===== src/rtl/cpu_run_ctrl.sv =====
`default_nettype none
// ============================================================================
// Module      : cpu_run_ctrl
// Description : Load/run/dump sequencer for the single-cycle mips32 core.
//               First it streams an instruction image into imem while the
//               core is held in reset. Then it enables the core for a bounded
//               number of cycles or until a halt. Last, it streams the
//               register file out.
// Revision    : 1.0 - initial release
// ============================================================================
module cpu_run_ctrl #(
    parameter int IMEM_DEPTH = 256,
    parameter int ADDR_W     = 8,
    parameter int RF_DEPTH   = 32,
    parameter int RUN_CYCLES = 20
) (
    input  logic              clk,
    input  logic              rst,
    input  logic              start,
    input  logic              load_valid,
    output logic              load_ready,
    input  logic [31:0]       load_data,
    input  logic              load_last,
    output logic              imem_we,
    output logic [ADDR_W-1:0] imem_addr,
    output logic [31:0]       imem_wdata,
    output logic              cpu_rst,
    output logic              cpu_en,
    input  logic              cpu_halt,
    output logic [4:0]        rf_rd_addr,
    input  logic [31:0]       rf_rd_data,
    output logic              dump_valid,
    input  logic              dump_ready,
    output logic [31:0]       dump_data,
    output logic              dump_last,
    output logic              busy,
    output logic              done,
    output logic [15:0]       cycle_count
);

    localparam logic [2:0] c_IDLE = 3'd0;
    localparam logic [2:0] c_LOAD = 3'd1;
    localparam logic [2:0] c_RUN  = 3'd2;
    localparam logic [2:0] c_DUMP = 3'd3;
    localparam logic [2:0] c_DONE = 3'd4;

    localparam logic [ADDR_W-1:0] c_ADDR_LAST = ADDR_W'(IMEM_DEPTH - 1);
    localparam logic [15:0]       c_RUN_LAST  = 16'(RUN_CYCLES - 1);
    localparam logic [4:0]        c_DUMP_LAST = 5'(RF_DEPTH - 1);

    logic [2:0]        r_state;
    logic [ADDR_W-1:0] r_waddr;
    logic [15:0]       r_cycle;
    logic [4:0]        r_didx;

    logic w_in_load;
    logic w_in_run;
    logic w_in_dump;
    logic w_load_fire;

    assign w_in_load   = (r_state == c_LOAD);
    assign w_in_run    = (r_state == c_RUN);
    assign w_in_dump   = (r_state == c_DUMP);
    assign w_load_fire = w_in_load && load_valid;

    // Outputs are decoded from the state register; the write strobe and the
    // halt gating are combinational, so a write has zero latency and a halt
    // instruction is never committed.
    assign load_ready  = w_in_load;
    assign imem_we     = w_load_fire;
    assign imem_addr   = w_in_load ? r_waddr : '0;
    assign imem_wdata  = w_load_fire ? load_data : '0;
    assign cpu_rst     = (r_state == c_IDLE) || w_in_load;
    assign cpu_en      = w_in_run && !cpu_halt;
    assign rf_rd_addr  = w_in_dump ? r_didx : '0;
    assign dump_valid  = w_in_dump;
    assign dump_data   = w_in_dump ? rf_rd_data : '0;
    assign dump_last   = w_in_dump && (r_didx == c_DUMP_LAST);
    assign busy        = w_in_load || w_in_run || w_in_dump;
    assign done        = (r_state == c_DONE);
    assign cycle_count = r_cycle;

    // Sequencer: state, load word address, run cycle counter and dump index.
    always_ff @(posedge clk) begin
        if (rst) begin
            r_state <= c_IDLE;
            r_waddr <= '0;
            r_cycle <= '0;
            r_didx  <= '0;
        end else begin
            case (r_state)
                c_IDLE, c_DONE: begin
                    if (start) begin
                        r_state <= c_LOAD;
                        r_waddr <= '0;
                    end
                end
                c_LOAD: begin
                    if (load_valid) begin
                        // The address saturates at the top word instead of wrapping.
                        if (r_waddr != c_ADDR_LAST) begin
                            r_waddr <= r_waddr + 1'b1;
                        end
                        if (load_last || (r_waddr == c_ADDR_LAST)) begin
                            r_state <= c_RUN;
                            r_cycle <= '0;
                        end
                    end
                end
                c_RUN: begin
                    if (cpu_halt) begin
                        // When a halt and the cycle limit coincide, the halt wins.
                        // The cycle is not enabled, so it is not counted.
                        r_state <= c_DUMP;
                        r_didx  <= '0;
                    end else begin
                        r_cycle <= r_cycle + 1'b1;
                        if (r_cycle == c_RUN_LAST) begin
                            r_state <= c_DUMP;
                            r_didx  <= '0;
                        end
                    end
                end
                c_DUMP: begin
                    if (dump_ready) begin
                        if (r_didx == c_DUMP_LAST) begin
                            r_state <= c_DONE;
                        end else begin
                            r_didx <= r_didx + 1'b1;
                        end
                    end
                end
                default: begin
                    r_state <= c_IDLE;
                end
            endcase
        end
    end

endmodule
`default_nettype wire


===== config.mk =====
export PLATFORM = sky130hd
export DESIGN_NAME = cpu_run_ctrl
export DESIGN_NICKNAME = d
export VERILOG_FILES = /design/src/rtl/cpu_run_ctrl.sv
export SDC_FILE = /design/constraint.sdc
export NUM_CORES = 1
export LEC_CHECK = 0
export BUFFER_PORTS_ARGS = -buffer_cell sky130_fd_sc_hd__buf_2
export CAP_MARGIN = 20
export CELL_PAD_IN_SITES_DETAIL_PLACEMENT = 1
export CELL_PAD_IN_SITES_GLOBAL_PLACEMENT = 1
export CORE_MARGIN = 4
export CORE_UTILIZATION = 25
export CTS_BUF_LIST = sky130_fd_sc_hd__clkbuf_4 sky130_fd_sc_hd__clkbuf_8
export DETAILED_ROUTE_END_ITERATION = 7
export GPL_TIMING_DRIVEN = 0
export PLACE_DENSITY = 0.88
export SLEW_MARGIN = 25
export SYNTH_ARGS = -nofsm -noshare
export SYNTH_HDL_FRONTEND = slang
export SYNTH_SLANG_ARGS = --single-unit

===== constraint.sdc =====
create_clock -name clk -period 1.9 [get_ports clk]
set_clock_uncertainty 0.15 [all_clocks]
set_input_delay 0.19 -clock clk [delete_from_list [all_inputs] [get_ports clk]]
set_output_delay 0.19 -clock clk [all_outputs]
set_load 0.005 [all_outputs]

==> metrics.md, run 1 <==
| Metric | Value |
|---|---|
| P_leak | between 0.0015 and 0.002 uW |
| Clk buf depth | 2 |
| Die height | 106.3 um |
| Post-synth top cells | 80 x and2_1, 32 x dfxtp_1, 24 x nand2_1 |
| Ys async rst share | 0% |
| P&R area growth vs syn | 69.84% |
| Cell taking the most area after synthesis | dfxtp_1 |
| Via count | between 3000 and 4000 |
| Multi-input logic area | 1897 sq um |
| Critical Path RT | roughly 2.0 ns |
| Crit end category | register |
| Routed WL | about 11000 um |
| Slew Limit Fails | 0 |
| Routed Antenna Nets | 0 |
| Total global routing track utilization | between 10% and 20% |
| Initial antenna violation count | 1 |
| Power, Total | 2982 uW |
| Die width | 106.3 um |
| FP Rows | 35 |
| FF+latch count, synth | 32 |
| Gr ovfl total | 0 |
| RSZ-0062 raised after global routing | true |
| Slowest Stage Delay on Critical Path | 0.62 ns |
| Clock transition at the registers of the reported paths | 0.08 ns |
| CTS tree | yes |
| Final hold slack | between 0.15 and 0.2 ns |
| # nets final | between 500 and 600 |
| Port buffer count | between 150 and 200 |
| Antenna Cells | 0 |
| Fin crit share | 103.5% |
| Startpoint Class | register |
| First DRT Iteration DRCs | 183 |
| Die area | 11300 sq um |
| Run status | finished, violations left |
| Post-synth EDFFs | 0 |
| Hold-fix buffers at CTS | 0 |
| Critical setup path kind | reg2reg |
| CTS Buf Count | 5 |
| Residual DRC | 0 |
| R2r worst-path depth | 6 |
| Crit path DAT | just over 2 ns |
| Syn avg cell area | ~7.6 sq um |
| Worst Hold Depth | 4 |
| Actual slew at the worst max-slew pin | a little under 0.6 ns |
| Netlist cell types | between 50 and 60 |
| Drt pass-1 iters | 4 |
| Post-detail-place hpwl | 8202 um |
| Fill cells | approximately 1200 |
| Syn Nets | about 390 |
| Max frequency | between 500 and 600 MHz |
| Clock sink count | 32 |
| Share of cells above drive strength 1 | 54.22% |
| Max IR drop VDD | about 0.0004 V |
| Slew HR | about 60% |
| Largest net degree at the start of global routing | 11 |
| Placer Congestion | between 0.8 and 0.9 |
| Hold Vio Cnt, Final | 0 |
| Failing checks | setup timing |
| Mapped cell area | around 2400 sq um |
| Top Ports | roughly 170 |
| Yosys warning total | 0 |
| Most common cell in the netlist | and2_1 |
| Final worst setup slack | -0.06715 ns |
| CP cell instances | or4b_4 > buf_6 > nor4_4 > buf_4 > a32oi_1 > a21bo_2 |
| H-tree levels | 2 |
| Max-Cap Viols | 0 |
| Initial core utilization | roughly a quarter |
| Cells after Synth | 317 |
| Register area | between 600 and 700 sq um |
| Critical path fanouts, max | 4 |
| Worst Hold Class | in2reg |
| Vias in the first global route | between 3000 and 4000 |
| Seq/Total Area, Yosys | a little over a quarter |
| Area share of the largest cell type after synthesis | 26.53% |
| PwrDens | around 730 nW/um^2 |
| First-pass GRT wire length | between 15000 and 20000 um |
| Post-synth top flop | dfxtp_1 |
| Via-per-instance ratio | around 5.1 |
| CTS root buffer | clkbuf_8 |
| Core area | 9328 sq um |
| Fin crit period | around 2 ns |
| Slowest-stage cell, CP | or4b_4 |
| Finish-stage setup viols | 5 |
| WL per Instance | ~17 um |
| Clock Latency Late Sink | about 0.30 ns |
| Synth top area cells | dfxtp_1 27%, and2_1 21%, nand2_1 3.7% |
## final cells by class
cell class / count / area share (%)
well taps: 129 / 3.935
clock buffers: 6 / 2.013
flip-flops and latches: 32 / 16.35
inverters: 10 / 1.220
clock inverters: 2 / 0.2441
repair buffers: 190 / 26.85
plain buffers: 15 / 3.142
multi-input cells: 254 / 46.25
## power by group
part	switching (uW)	internal [uW]
Clock	283	289
Sequential	65.2	718
Combinational	796	830
## registers in the layout (all words and copies together), names as in the netlist
name / flops
r_waddr: 8
cycle_count: 16
r_didx: 5
r_state: 3
## cells by family (layout without fill, tap and decap cells)
| kind of cell | after synthesis | count (layout) | share of synthesized area, % |
|---|---|---|---|
| compound gates | 66 | 66 | 19.64 |
| fa+ha+maj | 4 | 4 | 2.073 |
| flops | 32 | 32 | 26.53 |
| simple gates | 180 | 180 | 44.15 |
| mux | 3 | 3 | 1.244 |
| buf+inv | 31 | 223 | 6.010 |
| xor+xnor | 1 | 1 | 0.3628 |
## critical path: cells and delay by family, from the launching register on
kind                   cells  cell delay, ns
and+or+nand+nor            2            0.81
buffers and inverters      2            0.34
AOI/OAI and AO/OA          2            0.27
DFF                        1            0.35
## routing by layer
metal,part of all wire (%),global-route usage [%]
met5,0,0
met4,2.4,7.123
met3,6.9,4.554
met2,55,36.20
met1,36,19.56
## per-stage QoR
step                setup WS (ns)  util [%]  instances  cell area (sq um)  TNS [ns]
finish                   -0.06715     43.97        638               4101   -0.2130
CTS                      -0.04469     41.53        636               3874   -0.1305
global route              -0.1158     43.97        638               4101    -2.329
detailed placement        -0.2482     36.89        617               3441    -7.139
floorplan                -0.01104         -        317               2424  -0.03471
global placement          -0.2186     36.89        617               3441    -3.626
## path summary, 6_finish.rpt
| kind | from | end | slack, ns |
|---|---|---|---|
| worst min register to register | cycle_count[0] | cycle_count[0] | 0.34 |
| worst min-delay path | start | r_waddr[5] | 0.18 |
| worst max register to register | r_state[2] | cycle_count[8] | -0.07 |
| worst max-delay path | r_state[2] | cycle_count[8] | -0.07 |
## placed cells by master (no fill, tap or decap), drive strengths merged, types with 5 or more instances in the layout
cell type	instances
inv	9
buf	193
o211ai	7
nand2	25
dfxtp	32
nor2	16
a311oi	10
a21oi	15
and2	80
clkbuf	18
nand3	13
nand4	7
nor4	5
o21ai	10
## what timing repair did
item	in CTS	in global routing
hold endpoints to repair	0	0
gates cloned	1	2
endpoints found under the setup margin	108	102
pin swaps	12	9
resized for setup	72	45
buffers inserted	14	3
(Power assumes the default switching activity.)
==> run 2, diff against run 1 <==
MAX_ROUTING_LAYER = met4   (was default)
==> run 2 against run 1 <==
Against the previous run: the flow still finishes with violations (setup timing); largest cell class unchanged; power is essentially flat; die area stayed put; worst setup slack barely moved; largest power group unchanged; sequential power is essentially flat; critical endpoint unchanged; cell area unchanged; clock-buffer cell count stayed put; combinational power barely moved; non-clock buffer count stayed put; flip-flop and latch count stayed put; register-to-register slack is essentially flat; routed wire length grew 0.96%.
==> metrics.md, run 2 (synthesized netlist as in run 1, its figures left out) <==
| Metric | Value |
|---|---|
| NetSw | 1145 uW (about the same) |
| Worst setup startpoint | r_state[2] |
| RSZ-0062 raised after global routing | true |
| CP cell instances | or4b_4 > buf_6 > nor4_4 > buf_4 > a32oi_1 > a21bo_2 |
| Slowest Stage Delay on Critical Path | 0.62 ns (about the same) |
| Die height | 106.3 um (unchanged) |
| # nets final | 583 (unchanged) |
| Failing checks | setup timing |
| P_int | 1838 uW (about the same) |
| CP Depth | 6 (unchanged) |
| Clock transition at the registers of the reported paths | 0.08 ns (about the same) |
| Clock sink count | 32 (unchanged) |
| Die width | 106.3 um (unchanged) |
| Share of cells above drive strength 1 | 54.22% (unchanged) |
| Sw frac | 38.40% (about the same) |
| Critical setup path kind | reg2reg |
| Clk buf depth | 2 (unchanged) |
| Largest net degree at the start of global routing | 11 (unchanged) |
| Crit path DAT | 2.05 ns (about the same) |
| Critical Path RT | 1.98 ns (about the same) |
| Setup TNS | -0.2273 ns (-0.01432 ns) |
| Post-detail-place hpwl | 8202 um (unchanged) |
| Gr ovfl total | 0 (unchanged) |
| Most common library cell in the layout ignoring fill and taps | buf_2 |
| Top Ports | 172 (unchanged) |
| Hold-fix buffers at CTS | 0 (unchanged) |
| Max-Cap Viols | 0 (unchanged) |
| Power share of the sequential group | 26.3% (about the same) |
| Antenna Cells | 0 (unchanged) |
| Vias in the first global route | 3486 (+0.11%) |
| Final hold slack | 0.1987 ns (+0.01571 ns) |
| Port buffer count | 171 (unchanged) |
| Fin crit period | 1.968 ns (+0.0004812 ns) |
| FP Rows | 35 (unchanged) |
| CP bufs+invs | 2 (unchanged) |
| Post-layout util | 43.97% (unchanged) |
| Clock Latency Late Sink | 0.29 ns (about the same) |
| CTS root buffer | clkbuf_8 |
| Initial antenna violation count | 1 (unchanged) |
| R2r endpoint | cycle_count[8] |
| Comb power frac | 54.6% (about the same) |
| Fin crit share | 103.6% (about the same) |
| Core area | 9328 sq um (unchanged) |
| Largest register FFs | 16 (unchanged) |
| WL per Instance | 17.63 um (+0.96%) |
| Max frequency | 508.2 MHz (about the same) |
| Die area | 11300 sq um (unchanged) |
| Routed WL | 11250 um (+0.96%) |
| P_leak | 0.001969 uW (unchanged) |
| P&R area growth vs syn | 69.84% (unchanged) |
| Finish-stage setup viols | 5 (unchanged) |
| Startpoint Class | register |
| First DRT Iteration DRCs | 130 (-29%) |
| Most frequent cells in the layout | 163 x buf_2, 69 x and2_1, 22 x nand2_1 |
| Drt pass-1 iters | 5 (+1) |
| Slew HR | 61.23% (+0.15 points) |
| Run status | finished, violations left |
| Placer Congestion | 0.8756 (+1.6%) |
| CTS Buf Count | 5 (unchanged) |
| Via-per-instance ratio | 5.107 (+0.40%) |
| Crit end category | register |
| R2r setup slk | -0.07 ns (about the same) |
| CTS tree | yes |
| Routed Antenna Nets | 0 (unchanged) |
| R2r worst-path depth | 6 (unchanged) |
| Clk pwr share | 19.1% (about the same) |
| Final worst setup slack | -0.06763 ns (-0.0004812 ns) |
| Power, Total | 2983 uW (about the same) |
| CP top delay family | simple AND/OR/NAND/NOR gates |
| Slew Limit Fails | 0 (unchanged) |
| Hold Vio Cnt, Final | 0 (unchanged) |
| Actual slew at the worst max-slew pin | 0.5816 ns (-0.002254 ns) |
| H-tree levels | 2 (unchanged) |
| Slowest-stage cell, CP | or4b_4 |
| First-pass GRT wire length | 17400 um (unchanged) |
| PwrDens | 727.4 nW/um^2 (about the same) |
| Max IR drop VDD | 0.0004112 V (+0.90%) |
| Total global routing track utilization | 19.38% (+0.52 points) |
| Worst Setup EP | cycle_count[8] |
| Via count | 3258 (+0.40%) |
| Initial core utilization | 25.89% (unchanged) |
| Worst Hold Class | in2reg |
| Reg-to-reg startpoint | r_state[2] |
| Residual DRC | 0 (unchanged) |
| Critical path fanouts, max | 4 (unchanged) |
-- run 2: what timing repair did --
| action | CTS | global route |
|---|---|---|
| resized for setup | 72 | 45 |
| pin swaps | 12 | 9 |
| gates cloned | 1 | 2 |
| setup buffers | 14 | 3 |
| setup endpoints to repair | 108 | 102 |
-- run 2: layout make-up --
cell class | instances | area (sq um)
fill | 1169 | 5226
multi-input combinational | 254 | 1897
timing repair buffer | 190 | 1101
sequential | 32 | 670.6
tap | 129 | 161.4
buffer | 15 | 128.9
clock buffer | 6 | 82.58
inverter | 10 | 50.05
clock inverter | 2 | 10.01
-- run 2: metal layers --
metal | global-route usage [%] | vias up | routed length, um
met2 | 36.15 | 145 | 6160
met1 | 19.89 | 1562 | 4127
met3 | 3.947 | 37 | 649
met4 | 7.308 | 0 | 313
li1 | - | 1514 | -
met5 | - | - | 0
-- run 2: worst min path at each step --
stage,slack (ns),from,endpoint,cells after the start
CTS,0.17,start,r_waddr[7],4
global route,0.22,start,r_waddr[4],3
finish,0.20,start,r_waddr[5],4
detailed placement,0.35,r_waddr[1],r_waddr[1],2
global placement,0.33,r_waddr[1],r_waddr[1],2
floorplan,0.24,rst,cycle_count[14],3
-- run 2: power by group through the flow --
| stage | combinational, uW | clock [uW] | sequential (uW) |
|---|---|---|---|
| global route | 1760 | 618 | 792 |
| global placement | 1140 | 0 | 750 |
| detailed placement | 1170 | 0 | 751 |
| CTS | 1420 | 578 | 781 |
| floorplan | 693 | 0 | 744 |
| finish | 1630 | 569 | 786 |
-- run 2: worst min-delay path, delay by kind of cell --
family                 cells  cell delay [ns]
AO/OA/AOI/OAI              2             0.24
buffers and inverters      1             0.12
AND/OR/NAND/NOR            1             0.05
-- run 2: metrics by stage --
stage	instance area (sq um)	std cells	setup slack (ns)
after detailed placement	3441	617	-0.2482
after global routing	4101	638	-0.1156
final	4101	638	-0.06763
after global placement	3441	617	-0.2186
after CTS	3874	636	-0.04469
after floorplan	2424	317	-0.01104
==> run 3, diff against run 2 <==
GPL_TIMING_DRIVEN = default   (was 0)
==> run 3 against run 2 <==
Against the previous run: the run still ends with setup timing left; sequential power decreased by 4.7%; via count increased by 15%; routed wire length increased by 49%; first-iteration DRC count increased by 130%; clock power increased by 6.7%; die area unchanged; register-to-register slack got worse by 0.11 ns; global-route usage increased by 4.7 points; sequential share of layout area decreased by 2.8 points; critical endpoint is now r_state[1]; largest cell class unchanged; highest routed layer unchanged.
==> metrics.md, run 3 (synthesized netlist as in run 1, its figures left out) <==
| Metric | Value |
|---|---|
| Run status | finished, violations left |
| Failing checks | setup timing |
| Port buffer count | 171 (unchanged) |
| Critical path fanouts, max | 6 (+2) |
| Post-detail-place hpwl | 8607 um (+4.9%) |
| Most frequent cells in the layout | 127 x buf_2, 57 x buf_6, 51 x buf_4 |
| CP cell instances | buf_6 > buf_4 > nand2b_1 > nor2_2 > buf_4 > o21ai_0 > mux2i_1 |
| Startpoint Class | register |
| Slew HR | 68.56% (+7.3 points) |
| Power, Total | 3658 uW (+23%) |
| Max-Cap Viols | 0 (unchanged) |
| Die height | 106.3 um (unchanged) |
| Worst Hold Depth | 2 (-2) |
| WL per Instance | 24.60 um (+40%) |
| Setup TNS | -9.321 ns (-9.093 ns) |
| Share of cells above drive strength 1 | 64.36% (+10 points) |
| Worst Hold Path EP | cycle_count[1] |
| CTS Buf Count | 5 (unchanged) |
| Max IR drop VDD | 0.0002790 V (-32%) |
| Via-per-instance ratio | 5.507 (+7.8%) |
| R2r worst-path depth | 7 (+1) |
| Die width | 106.3 um (unchanged) |
| HP Start | rst |
| Residual DRC | 0 (unchanged) |
| Most common library cell in the layout ignoring fill and taps | buf_2 |
| Slowest-stage cell, CP | o21ai_0 |
| Crit end category | register |
| # nets final | 624 (+7.0%) |
| Total global routing track utilization | 24.05% (+4.7 points) |
| Finish-stage setup viols | 88 (+83) |
| Placer Congestion | 0.8183 (-6.5%) |
| P&R area growth vs syn | 102.1% |
| R2r endpoint | r_state[1] |
| First DRT Iteration DRCs | 293 (+130%) |
| Initial core utilization | 25.89% (unchanged) |
| FP Rows | 35 (unchanged) |
| Critical setup path kind | reg2reg |
| PwrDens | 749.5 nW/um^2 (+3.0%) |
| Actual slew at the worst max-slew pin | 0.4666 ns (-0.1150 ns) |
| Clock sink count | 32 (unchanged) |
| Reg-to-reg startpoint | r_state[2] |
| Most frequent CP cell | buf_4 |
| Via count | 3745 (+15%) |
| First-pass GRT wire length | 20900 um (+20%) |
| Max frequency | 481.3 MHz (-5.3%) |
| Die area | 11300 sq um (unchanged) |
| CTS root buffer | clkbuf_8 |
| Routed Antenna Nets | 0 (unchanged) |
| Hold Vio Cnt, Final | 0 (unchanged) |
| Worst Hold Class | in2reg |
| Critical Path RT | 1.91 ns (-0.07 ns) |
| Top Ports | 172 (unchanged) |
| H-tree levels | 2 (unchanged) |
| CP top delay family | buffers and inverters |
| Slowest Stage Delay on Critical Path | 0.39 ns (-0.23 ns) |
| Final worst setup slack | -0.1779 ns (-0.1103 ns) |
| Fill cells | 1100 (-5.9%) |
| Slew Limit Fails | 0 (unchanged) |
| Vias in the first global route | 3836 (+10%) |
| R2r setup slk | -0.18 ns (-0.11 ns) |
| RSZ-0062 raised after global routing | true |
| Gr ovfl total | 0 (unchanged) |
| Clock transition at the registers of the reported paths | 0.08 ns (about the same) |
| Largest net degree at the start of global routing | 18 (+7) |
| Clk buf depth | 2 (unchanged) |
| Finished Layout Cells | 680 (+6.6%) |
| Largest register FFs | 16 (unchanged) |
| Post-layout util | 52.33% (+8.4 points) |
| CP bufs+invs | 3 (+1) |
| P_leak | 0.002324 uW (+18%) |
| Clock Latency Late Sink | 0.31 ns (+0.02 ns) |
| Fin crit period | 2.078 ns (+0.1103 ns) |
| Core area | 9328 sq um (unchanged) |
| Fin crit share | 109.4% (+5.8 points) |
| Initial antenna violation count | 0 (-1) |
| CTS tree | yes |
| Drt pass-1 iters | 5 (unchanged) |
| Crit path DAT | 2.09 ns (+0.04 ns) |
| Dpl cells | 639 (+3.6%) |
| Routed WL | 16730 um (+49%) |
-- run 3: power breakdown --
part	internal, uW	leakage (uW)	total [uW]	switching (uW)
sequential	712	0.000264	749	36.8
clock	290	0.0000510	607	317
combinational	1170	0.00201	2300	1130
total	2180	0.00232	3660	1480
-- run 3: worst max-delay path by stage --
| stage | start | end | slack [ns] | depth (start not counted) |
|---|---|---|---|---|
| after global routing | r_state[2] | r_waddr[7] | -0.24 | 8 |
| after CTS | r_state[1] | cycle_count[13] | -0.06 | 6 |
| after floorplan | r_state[0] | cycle_count[13] | -0.01 | 7 |
| after global placement | r_didx[0] | r_state[2] | -0.02 | 7 |
| final | r_state[2] | r_state[1] | -0.18 | 7 |
| after detailed placement | r_didx[1] | r_state[2] | -0.08 | 7 |
-- run 3: timing repair --
| action | CTS | global route |
|---|---|---|
| buffers inserted | 18 | 10 |
| pin swaps | 25 | 43 |
| gates cloned | 6 | 2 |
| hold buffers | 0 | 0 |
| setup endpoints to repair | 85 | 98 |
| resized for setup | 74 | 108 |
-- run 3: final cells by class --
cell class                      count  area [sq um]  area share [%]
Timing Repair Buffer              246          1906           39.04
Sequential cell                    32         659.4           13.51
Clock inverter                      2         10.01          0.2051
Antenna cell                        1         2.502         0.05127
Multi-Input combinational cell    254          2009           41.17
Clock buffer                        6         82.58           1.692
Tap cell                          129         161.4           3.307
Inverter                           10         50.05           1.025
-- run 3: routing by layer --
layer / vias up / share of wire [%] / GRT usage [%]
met5: - / 0 / -
met4: 0 / 6.4 / 11.38
met3: 75 / 6.6 / 4.007
met2: 258 / 52 / 43.85
met1: 1809 / 35 / 25.15
li1: 1603 / - / -
-- run 3: through the flow --
stage | setup slack (ns) | hold slack [ns] | area, sq um
5_1_grt | -0.2409 | 0.1980 | 4878
4_1_cts | -0.06319 | 0.1179 | 4369
3_5_place_dp | -0.07872 | 0.3691 | 3692
3_3_place_gp | -0.01967 | 0.3423 | 3692
2_1_floorplan | -0.01104 | 0.2449 | 2424
6_report | -0.1779 | 0.1655 | 4881
